--- src/rtl/rice_core_lsu.sv ---
// rice_core_lsu: load/store unit between the execute stage and a ready/valid data bus.
// One access in flight at a time through IDLE -> REQUEST -> RESPONSE -> DONE.
// Optional feature: define RICE_CORE_LSU_MISALIGN_CHECK_EN to trap misaligned
// halfword/word accesses locally instead of issuing them on the bus.
`timescale 1ns/1ps

module rice_core_lsu #(
    parameter int XLEN = 32
) (
    input  logic            i_clk,
    input  logic            i_rst_n,
    input  logic            i_valid,
    output logic            o_ready,
    input  logic [1:0]      i_access_type,
    input  logic [2:0]      i_access_mode,
    input  logic [XLEN-1:0] i_address,
    input  logic [XLEN-1:0] i_store_data,
    output logic            o_request_valid,
    input  logic            i_request_ready,
    output logic            o_request_write,
    output logic [XLEN-1:0] o_request_address,
    output logic [3:0]      o_request_strobe,
    output logic [XLEN-1:0] o_request_data,
    input  logic            i_response_valid,
    output logic            o_response_ready,
    input  logic [XLEN-1:0] i_response_data,
    input  logic            i_response_error,
    output logic            o_result_valid,
    output logic [XLEN-1:0] o_result_data,
    output logic            o_result_error,
    output logic            o_misaligned
);

    localparam logic [1:0] ST_IDLE     = 2'd0;
    localparam logic [1:0] ST_REQUEST  = 2'd1;
    localparam logic [1:0] ST_RESPONSE = 2'd2;
    localparam logic [1:0] ST_DONE     = 2'd3;

    localparam logic [1:0] TYPE_STORE = 2'd1;
    localparam logic [1:0] TYPE_LOAD  = 2'd2;

    logic [1:0]      state;
    logic [XLEN-1:0] addr_q;
    logic [XLEN-1:0] store_data_q;
    logic [2:0]      mode_q;
    logic            write_q;
    logic [XLEN-1:0] result_data_q;
    logic            result_error_q;
    logic            accept;
    logic            misalign_now;
    logic            go_direct;
    logic            req_active;
    logic            done;

    // Byte lanes touched by the access; mode[1:0] selects size, codes 10/11 are word.
    function automatic logic [3:0] lane_strobe(input logic [2:0] mode, input logic [1:0] off);
        case (mode[1:0])
            2'b00:   return 4'b0001 << off;
            2'b01:   return 4'b0011 << {off[1], 1'b0};
            default: return 4'b1111;
        endcase
    endfunction

    // Store data replicated across all lanes so the strobe alone picks the target bytes.
    function automatic logic [XLEN-1:0] lane_data(input logic [2:0] mode, input logic [XLEN-1:0] data);
        case (mode[1:0])
            2'b00:   return {4{data[7:0]}};
            2'b01:   return {2{data[15:0]}};
            default: return data;
        endcase
    endfunction

    // Align the addressed bytes down to bit 0, then sign- or zero-extend (mode[2] = unsigned).
    function automatic logic [XLEN-1:0] load_extend(input logic [2:0] mode, input logic [1:0] off,
                                                   input logic [XLEN-1:0] raw);
        logic [XLEN-1:0] shifted;
        shifted = raw >> {off, 3'b000};
        case (mode[1:0])
            2'b00:   return {{(XLEN-8){shifted[7] & ~mode[2]}}, shifted[7:0]};
            2'b01:   return {{(XLEN-16){shifted[15] & ~mode[2]}}, shifted[15:0]};
            default: return shifted;
        endcase
    endfunction

    assign accept = i_valid && (state == ST_IDLE) &&
                    ((i_access_type == TYPE_STORE) || (i_access_type == TYPE_LOAD));

`ifdef RICE_CORE_LSU_MISALIGN_CHECK_EN
    logic misaligned_q;

    function automatic logic is_misaligned(input logic [2:0] mode, input logic [1:0] off);
        case (mode[1:0])
            2'b00:   return 1'b0;
            2'b01:   return off[0];
            default: return off != 2'b00;
        endcase
    endfunction

    assign misalign_now = is_misaligned(i_access_mode, i_address[1:0]);

    // Remember whether the accepted access was trapped as misaligned.
    always_ff @(posedge i_clk) begin
        if (!i_rst_n)
            misaligned_q <= 1'b0;
        else if (accept)
            misaligned_q <= misalign_now;
    end

    assign o_misaligned = done && misaligned_q;
`else
    assign misalign_now = 1'b0;
    assign o_misaligned = 1'b0;
`endif

    assign go_direct = accept && misalign_now;

    // Access sequencing; only the state register needs reset, outputs are gated by it.
    always_ff @(posedge i_clk) begin
        if (!i_rst_n) begin
            state <= ST_IDLE;
        end else begin
            case (state)
                ST_IDLE:     if (accept) state <= go_direct ? ST_DONE : ST_REQUEST;
                ST_REQUEST:  if (i_request_ready) state <= ST_RESPONSE;
                ST_RESPONSE: if (i_response_valid) state <= ST_DONE;
                default:     state <= ST_IDLE;
            endcase
        end
    end

    // Command capture at acceptance; held unchanged for the whole access.
    always_ff @(posedge i_clk) begin
        if (accept) begin
            addr_q       <= i_address;
            mode_q       <= i_access_mode;
            store_data_q <= i_store_data;
            write_q      <= (i_access_type == TYPE_STORE);
        end
    end

    // Result capture from the bus response, or a zero result for a locally trapped access.
    always_ff @(posedge i_clk) begin
        if (state == ST_RESPONSE && i_response_valid) begin
            result_data_q  <= write_q ? '0 : load_extend(mode_q, addr_q[1:0], i_response_data);
            result_error_q <= i_response_error;
        end else if (go_direct) begin
            result_data_q  <= '0;
            result_error_q <= 1'b0;
        end
    end

    assign req_active = (state == ST_REQUEST);
    assign done       = (state == ST_DONE);

    assign o_ready           = (state == ST_IDLE);
    assign o_request_valid   = req_active;
    assign o_request_write   = req_active && write_q;
    assign o_request_address = req_active ? {addr_q[XLEN-1:2], 2'b00} : '0;
    assign o_request_strobe  = req_active ? lane_strobe(mode_q, addr_q[1:0]) : 4'b0000;
    assign o_request_data    = req_active ? lane_data(mode_q, store_data_q) : '0;
    assign o_response_ready  = (state == ST_RESPONSE);
    assign o_result_valid    = done;
    assign o_result_data     = done ? result_data_q : '0;
    assign o_result_error    = done && result_error_q;

endmodule
--- config.mk ---
export PLATFORM = sky130hd
export DESIGN_NAME = rice_core_lsu
export DESIGN_NICKNAME = d
export VERILOG_FILES = /design/src/rtl/rice_core_lsu.sv
export SDC_FILE = /design/constraint.sdc
export NUM_CORES = 1
export LEC_CHECK = 0
export CELL_PAD_IN_SITES_DETAIL_PLACEMENT = 0
export CELL_PAD_IN_SITES_GLOBAL_PLACEMENT = 1
export CORE_MARGIN = 8
export CORE_UTILIZATION = 30
export CTS_CLUSTER_SIZE = 10
export DETAILED_ROUTE_END_ITERATION = 10
export HOLD_SLACK_MARGIN = 0.1
export PLACE_DENSITY = 0.82
export SYNTH_ARGS = -nofsm -noshare
export SYNTH_HDL_FRONTEND = slang
export SYNTH_SLANG_ARGS = --single-unit
--- constraint.sdc ---
create_clock -name i_clk -period 11.8 [get_ports i_clk]
set_input_delay 2.36 -clock i_clk [delete_from_list [all_inputs] [get_ports i_clk]]
set_output_delay 2.36 -clock i_clk [all_outputs]
set_load 0.005 [all_outputs]
# ---- Word-level counts from Yosys, hierarchy flattened
# Index checks and enable logic that the tools add are counted.
dict set report op_classes {
  eq_ne 9
  shift 3
  muxes 11
  bitwise 3
  reduce_logical 9
}
# op n
set ops {}
lappend ops {{32-bit case mux with 2 select lines} 2}
lappend ops {{32-bit two-way mux} 3}
lappend ops {{32-bit by 5-bit right shift with 32-bit output} 1}
lappend ops {{4-bit case mux with 2 select lines} 1}
lappend ops {{2-bit by 1-bit == test with 1-bit output (second input constant)} 3}
lappend ops {{2-bit == test (second input constant)} 3}
lappend ops {{2-bit two-way mux} 3}
lappend ops {{2-bit case mux with 3 select lines} 1}
lappend ops {{1-bit logical AND} 5}
lappend ops {{2-bit logical NOT} 2}
lappend ops {{4-bit two-way mux} 1}
lappend ops {{2-bit != test (second input constant)} 2}
lappend ops {{1-bit by 2-bit << shifter with 4-bit output (first input constant)} 1}
lappend ops {{2-bit by 2-bit << shifter with 4-bit output (first input constant)} 1}
lappend ops {{3-bit AND reduction} 1}
lappend ops {{1-bit AND} 2}
lappend ops {{2-bit by 1-bit != test with 1-bit output (second input constant)} 1}
lappend ops {{1-bit logical OR} 1}
lappend ops {{1-bit inverter} 1}
dict set report word_totals {
  register_bits 103
  in_bits 107
  output_inout_bits 107
  word_cells 42
}

# ---- Logic depth before layout (Yosys ltp)
dict set report logic_depth {
  word_depth 5
  depth_mapped 6
  mapped_depth_nobuf 6
}

# ---- Worst setup path after synthesis
# OpenSTA, ideal clock, no wires.
dict set report synth_path {
  kind {input-to-reg}
  from {in i_access_type[1]}
  to {reg addr_q[0] (enable)}
  setup_time_ps 494
  arrival_ps 5631
  required_time_ps 11306
  setup_slack_ps 5675
  cell_stages 4
  path_buffers 0
  cell_sequence {inv_1 > ha_1 > nand2b_1 > nor2_1}
}
dict set report synth_via {
  elab_chain_len 3
  elab_cells_between_ends 4
  classes_between {eq/ne (2); reduce/logical (2)}
}
# item line
set synth_rtl {}
lappend synth_rtl {{from (decl)} 14} ;# input logic [1:0] i_access_type,
lappend synth_rtl {{2-bit by 1-bit == test with 1-bit output / 2-bit == test (equally long branches)} 86} ;# ((i_access_type == TYPE_STORE) || (i_access_type == TYPE_LOAD));
lappend synth_rtl {{1-bit logical OR *} 86}
lappend synth_rtl {{1-bit logical AND *} 85} ;# assign accept = i_valid && (state == ST_IDLE) &&
lappend synth_rtl {{net accept} 49} ;# logic accept;
lappend synth_rtl {{to (signal assigned)} 134} ;# addr_q <= i_address;
lappend synth_rtl {{to (decl)} 43} ;# logic [XLEN-1:0] addr_q;
# The timed path passes the listed nets; every way through them passes the cells marked *.
# A chain may end at the register's enable or synchronous reset.

# ---- Worst setup path in the final report
dict set report layout_path {
  from {reg mode_q[0]}
  to {out o_request_data[8]}
}
dict set report layout_via {
  elab_chain_len 3
  elab_cells_between_ends 4
  classes_between {eq/ne (1); mux (2); reduce/logical (1)}
}
# item line
set layout_rtl {}
lappend layout_rtl {{from (decl)} 45} ;# logic [2:0] mode_q;
lappend layout_rtl {{from (signal assigned)} 135} ;# mode_q <= i_access_mode;
lappend layout_rtl {{2-bit by 1-bit == test with 1-bit output / 2-bit logical NOT (equally long branches)} 66} ;# case (mode[1:0])
lappend layout_rtl {{32-bit case mux with 2 select lines *} 66}
lappend layout_rtl {{32-bit two-way mux *} 160} ;# assign o_request_data = req_active ? lane_data(mode_q, store_data_q) : '0;
lappend layout_rtl {{to (decl)} 23} ;# output logic [XLEN-1:0] o_request_data,
# Every way passes the cells marked *; elsewhere a longest branch is shown, timed or not.

==> results.txt <==
The run finished with clean final reports. The simple-gate share of the synthesized area came out at 18.5%. The final clock period utilization by the worst path came out at 41.9%.

The number of levels the H-tree was split into is 3. The slowest stage of the critical path belongs to the cell sky130_fd_sc_hd__edfxtp_1. The row count came out at 47. The fraction of synthesized cell area taken by the top area cell type came out at 60.6%. The Yosys step of the flow raised 0 warnings. The most common cell in the synthesized netlist is sky130_fd_sc_hd__edfxtp_1. The proportion of layout cells with a drive suffix above 1 is 6.84%. The half-perimeter wire length of the detailed placement result came out at 12000 um. Setup repair after global routing left no endpoint under its margin. The count of input and output buffers came out at 210. The worst voltage drop across the vdd grid is 88.8 uV. The wire length of the first global-routing pass came out at 24300 um.

The mux contribution to synthesized area is 9.03%. The total power is 0.00119 W. The detailed-router iteration count before antenna repair came out at 4.

The signal on the critical path passes through or2_0 -> nand2_1 -> a21boi_0 -> clkdlybuf4s50_1. The min-delay analysis places its worst path in the category reg2reg. The data required time at the worst endpoint came out at 9.44 ns. In the final layout, the multi-input gates occupy 1780 um^2. The vertical extent of the die came out at 145 um.

The clock transition at the registers of the reported paths came out at 0.07 ns. The number of global-route vias before repair is 4113. In this run the horizontal extent of the chip is 145 um. By area the synthesized netlist is led by sky130_fd_sc_hd__edfxtp_1 61%, sky130_fd_sc_hd__and2_1 10%, sky130_fd_sc_hd__mux2i_1 5.2%. The weighted congestion at the end of routability-driven global placement came out at 0.837.

Power spread over the standard cell area amounts to 157 nW/um^2. In this run the deepest clock path goes through 2 buffers. The initial antenna violation count came to 0. The starting DRC count in detailed routing came out at 206. The count of maximum capacitance violations came out at 0. The antenna diode instance count is 0. The number of hold violations in the final report came out at 0.

The sequential cell area in the final layout came out at 3070 um^2. The count of final max-slew check failures was 0. After detailed routing, the number of remaining DRC violations is 0.

The parity-gate share of the synthesized area counting xor and xnor cells came out at 0.175%. The post-synthesis compound-gate area fraction came out at 6.25%. The largest clock skew in the final design is 0.00781 ns. The antenna violation net count after detailed routing is 0. Global routing finished with a remaining overflow of 0. The final sum of negative setup slack is 0 ns. The share of synthesized area occupied by flip-flops and latches is 61.4%.

The number of fillers in the final layout is 1482. Relative to the synthesized area, the layout overhead comes to 51.4%. CTS placed an instance of sky130_fd_sc_hd__clkbuf_16 at the clock tree root. Measured against its own limit, the worst slew margin works out to 30.3%. The I/O pin count came out at 214. The synthesized netlist devotes 1.25% of its cell area to adder and majority cells. The effective utilization at floorplan is 30.4%. The total area inside the core boundary comes to 16500 um^2. The largest family of logic cells by synthesized area is simple AND/OR/NAND/NOR gates. The critical path in this run is classified as reg2out. The flop and latch count out of synthesis came out at 103. The post-synthesis average cell area is 12.2 um^2.

The CTS tree is done. The sum of routed wire length over all layers came out at 15700 um. The total global routing track utilization is 14.8%. The dominant delay contributor by cell family on the critical path is flip-flops. The post-synthesis cell area came out at 5000 um^2.

The biggest area contributor in the post-synthesis netlist is sky130_fd_sc_hd__edfxtp_1. The maximum fanout count along the critical path came out at 15. The maximum number of pins on one net before global-route repair is 70.

The total setup violations reported at the end of the flow is 0. The net count reported at finish is 721. Clock latency on the worst-skew pair, taken at its later pin, is 0.35 ns. The most instantiated flip-flop cell in the synthesis netlist is sky130_fd_sc_hd__edfxtp_1.

The upper clock frequency limit is 202 MHz. The worst setup path is launched from a register. For the pin with the worst max-slew slack, the measured transition is 1.05 ns.

The endpoint type of the worst setup path is an output pin. Ranked by instance count, the synthesized netlist is headed by 101 x sky130_fd_sc_hd__edfxtp_1, 82 x sky130_fd_sc_hd__and2_1, 56 x sky130_fd_sc_hd__nand2_1. The number of flops mapped to enable cells by yosys is 101.

After synthesis, the netlist uses 33 different library cells. In this run the post-CTS setup repair buffer count came out at 0. The detailed router placed 3797 vias in this run.

The wire length per cell came out at 18.8 um. For this design, the CTS-stage hold fixing added 0 buffers. The maximum cell stage delay along the critical path is 0.74 ns.

The gate count of the mapped netlist came out at 410. Once the clock tree was built, the resizer swapped 0 gates to a different size. The leakage power of the design is 2.76 nW. Clock tree synthesis found a total of 103 sinks. The area of the die is 21100 um^2.

The proportion of register bits with asynchronous set or reset after synthesis came out at 0%. The number of CTS-inserted buffers is 9. The data arrival at the endpoint of the critical path came out at 2.58 ns.

Together, buffers and inverters on the worst path number 1. After detailed routing, the number of vias per cell comes to 4.55. The time the final worst path needs with I/O delays and setup is 4.94 ns.
-- path summary, 6_finish.rpt --
check        startpoint                 to  slack (ns)  cells after the start
max           mode_q[0]  o_request_data[8]        6.86                      4
min            state[1]           state[1]        0.59                      2
max reg2reg   addr_q[1]  result_data_q[21]        9.25                      4
min reg2reg    state[1]           state[1]        0.59                      2
-- where the power goes --
part           switching, W  total, W  internal (W)
logic              0.000183  0.000415      0.000232
clock network      0.000139  0.000284      0.000145
registers         0.0000273  0.000491      0.000463
-- worst reg2reg max path: stages (launching register included) --
cell                       delay [ns]
sky130_fd_sc_hd__edfxtp_1        1.04
sky130_fd_sc_hd__mux2_2          0.47
sky130_fd_sc_hd__a32oi_1         0.18
sky130_fd_sc_hd__a2111o_1        0.48
sky130_fd_sc_hd__nand2_1         0.11
-- logic make-up (layout without fill, tap and decap cells) --
family | count (synthesis) | after routing
xor gates and xnor gates | 1 | 1
and+or+nand+nor | 174 | 174
adders and majority gates | 5 | 5
muxes | 43 | 43
other | 1 | 3
buffers and inverters | 36 | 238
DFF | 103 | 103
AOI/OAI and AO/OA | 47 | 47
-- stage by stage --
| stage | util (%) | instance area, um^2 | cells | setup slack (ns) | hold slack [ns] |
|---|---|---|---|---|---|
| finish | 46.0 | 7570 | 834 | 6.86 | 0.592 |
| global placement | 44.3 | 7290 | 818 | 7.21 | 0.541 |
| global route | 46.0 | 7570 | 834 | 6.55 | 0.620 |
| CTS | 46.0 | 7570 | 834 | 6.75 | 0.597 |
| detailed placement | 44.3 | 7290 | 818 | 7.17 | 0.585 |
| floorplan | - | 5010 | 412 | 5.68 | 0.528 |
-- placed cells by master (no fill, tap or decap), types with 2 or more instances in the layout --
cell	count
sky130_fd_sc_hd__edfxtp_1	101
sky130_fd_sc_hd__conb_1	3
sky130_fd_sc_hd__o21a_1	2
sky130_fd_sc_hd__ha_1	4
sky130_fd_sc_hd__clkbuf_16	9
sky130_fd_sc_hd__clkinv_4	2
sky130_fd_sc_hd__clkdlybuf4s50_1	210
sky130_fd_sc_hd__a21boi_0	8
sky130_fd_sc_hd__nand2_1	56
sky130_fd_sc_hd__o21ai_0	9
sky130_fd_sc_hd__clkinvlp_4	2
sky130_fd_sc_hd__mux2_2	17
sky130_fd_sc_hd__mux2i_1	26
sky130_fd_sc_hd__inv_1	7
sky130_fd_sc_hd__nor2_1	14
sky130_fd_sc_hd__dfxtp_1	2
sky130_fd_sc_hd__nor2b_1	12
sky130_fd_sc_hd__buf_4	4
sky130_fd_sc_hd__nand2b_1	2
sky130_fd_sc_hd__a21oi_1	10
sky130_fd_sc_hd__a22oi_1	8
sky130_fd_sc_hd__a211oi_1	7
sky130_fd_sc_hd__and2_1	82
-- area by class of cell --
| class | instances | share of cell area, % |
|---|---|---|
| inverters | 8 | 0.396 |
| clock buffers | 9 | 2.97 |
| well taps | 220 | 3.63 |
| repair buffers | 214 | 28.2 |
| clock inverters | 7 | 0.743 |
| flip-flops and latches | 103 | 40.6 |
| multi-input cells | 273 | 23.5 |
-- sequential cells by signal, summed over array words and instances, names as in the netlist --
register and cells:
result_data_q 32, store_data_q 32, mode_q 3, addr_q 32
result_error_q 1, state 2, write_q 1
-- layer usage --
metal	GRT usage [%]	wire length (um)	vias up
li1	-	-	1823
met1	17.7	6520	1745
met2	22.4	7030	216
met3	7.96	1940	13
met4	4.89	210	0
met5	0	0	-
Note: power is estimated with default switching activity, not from simulation.
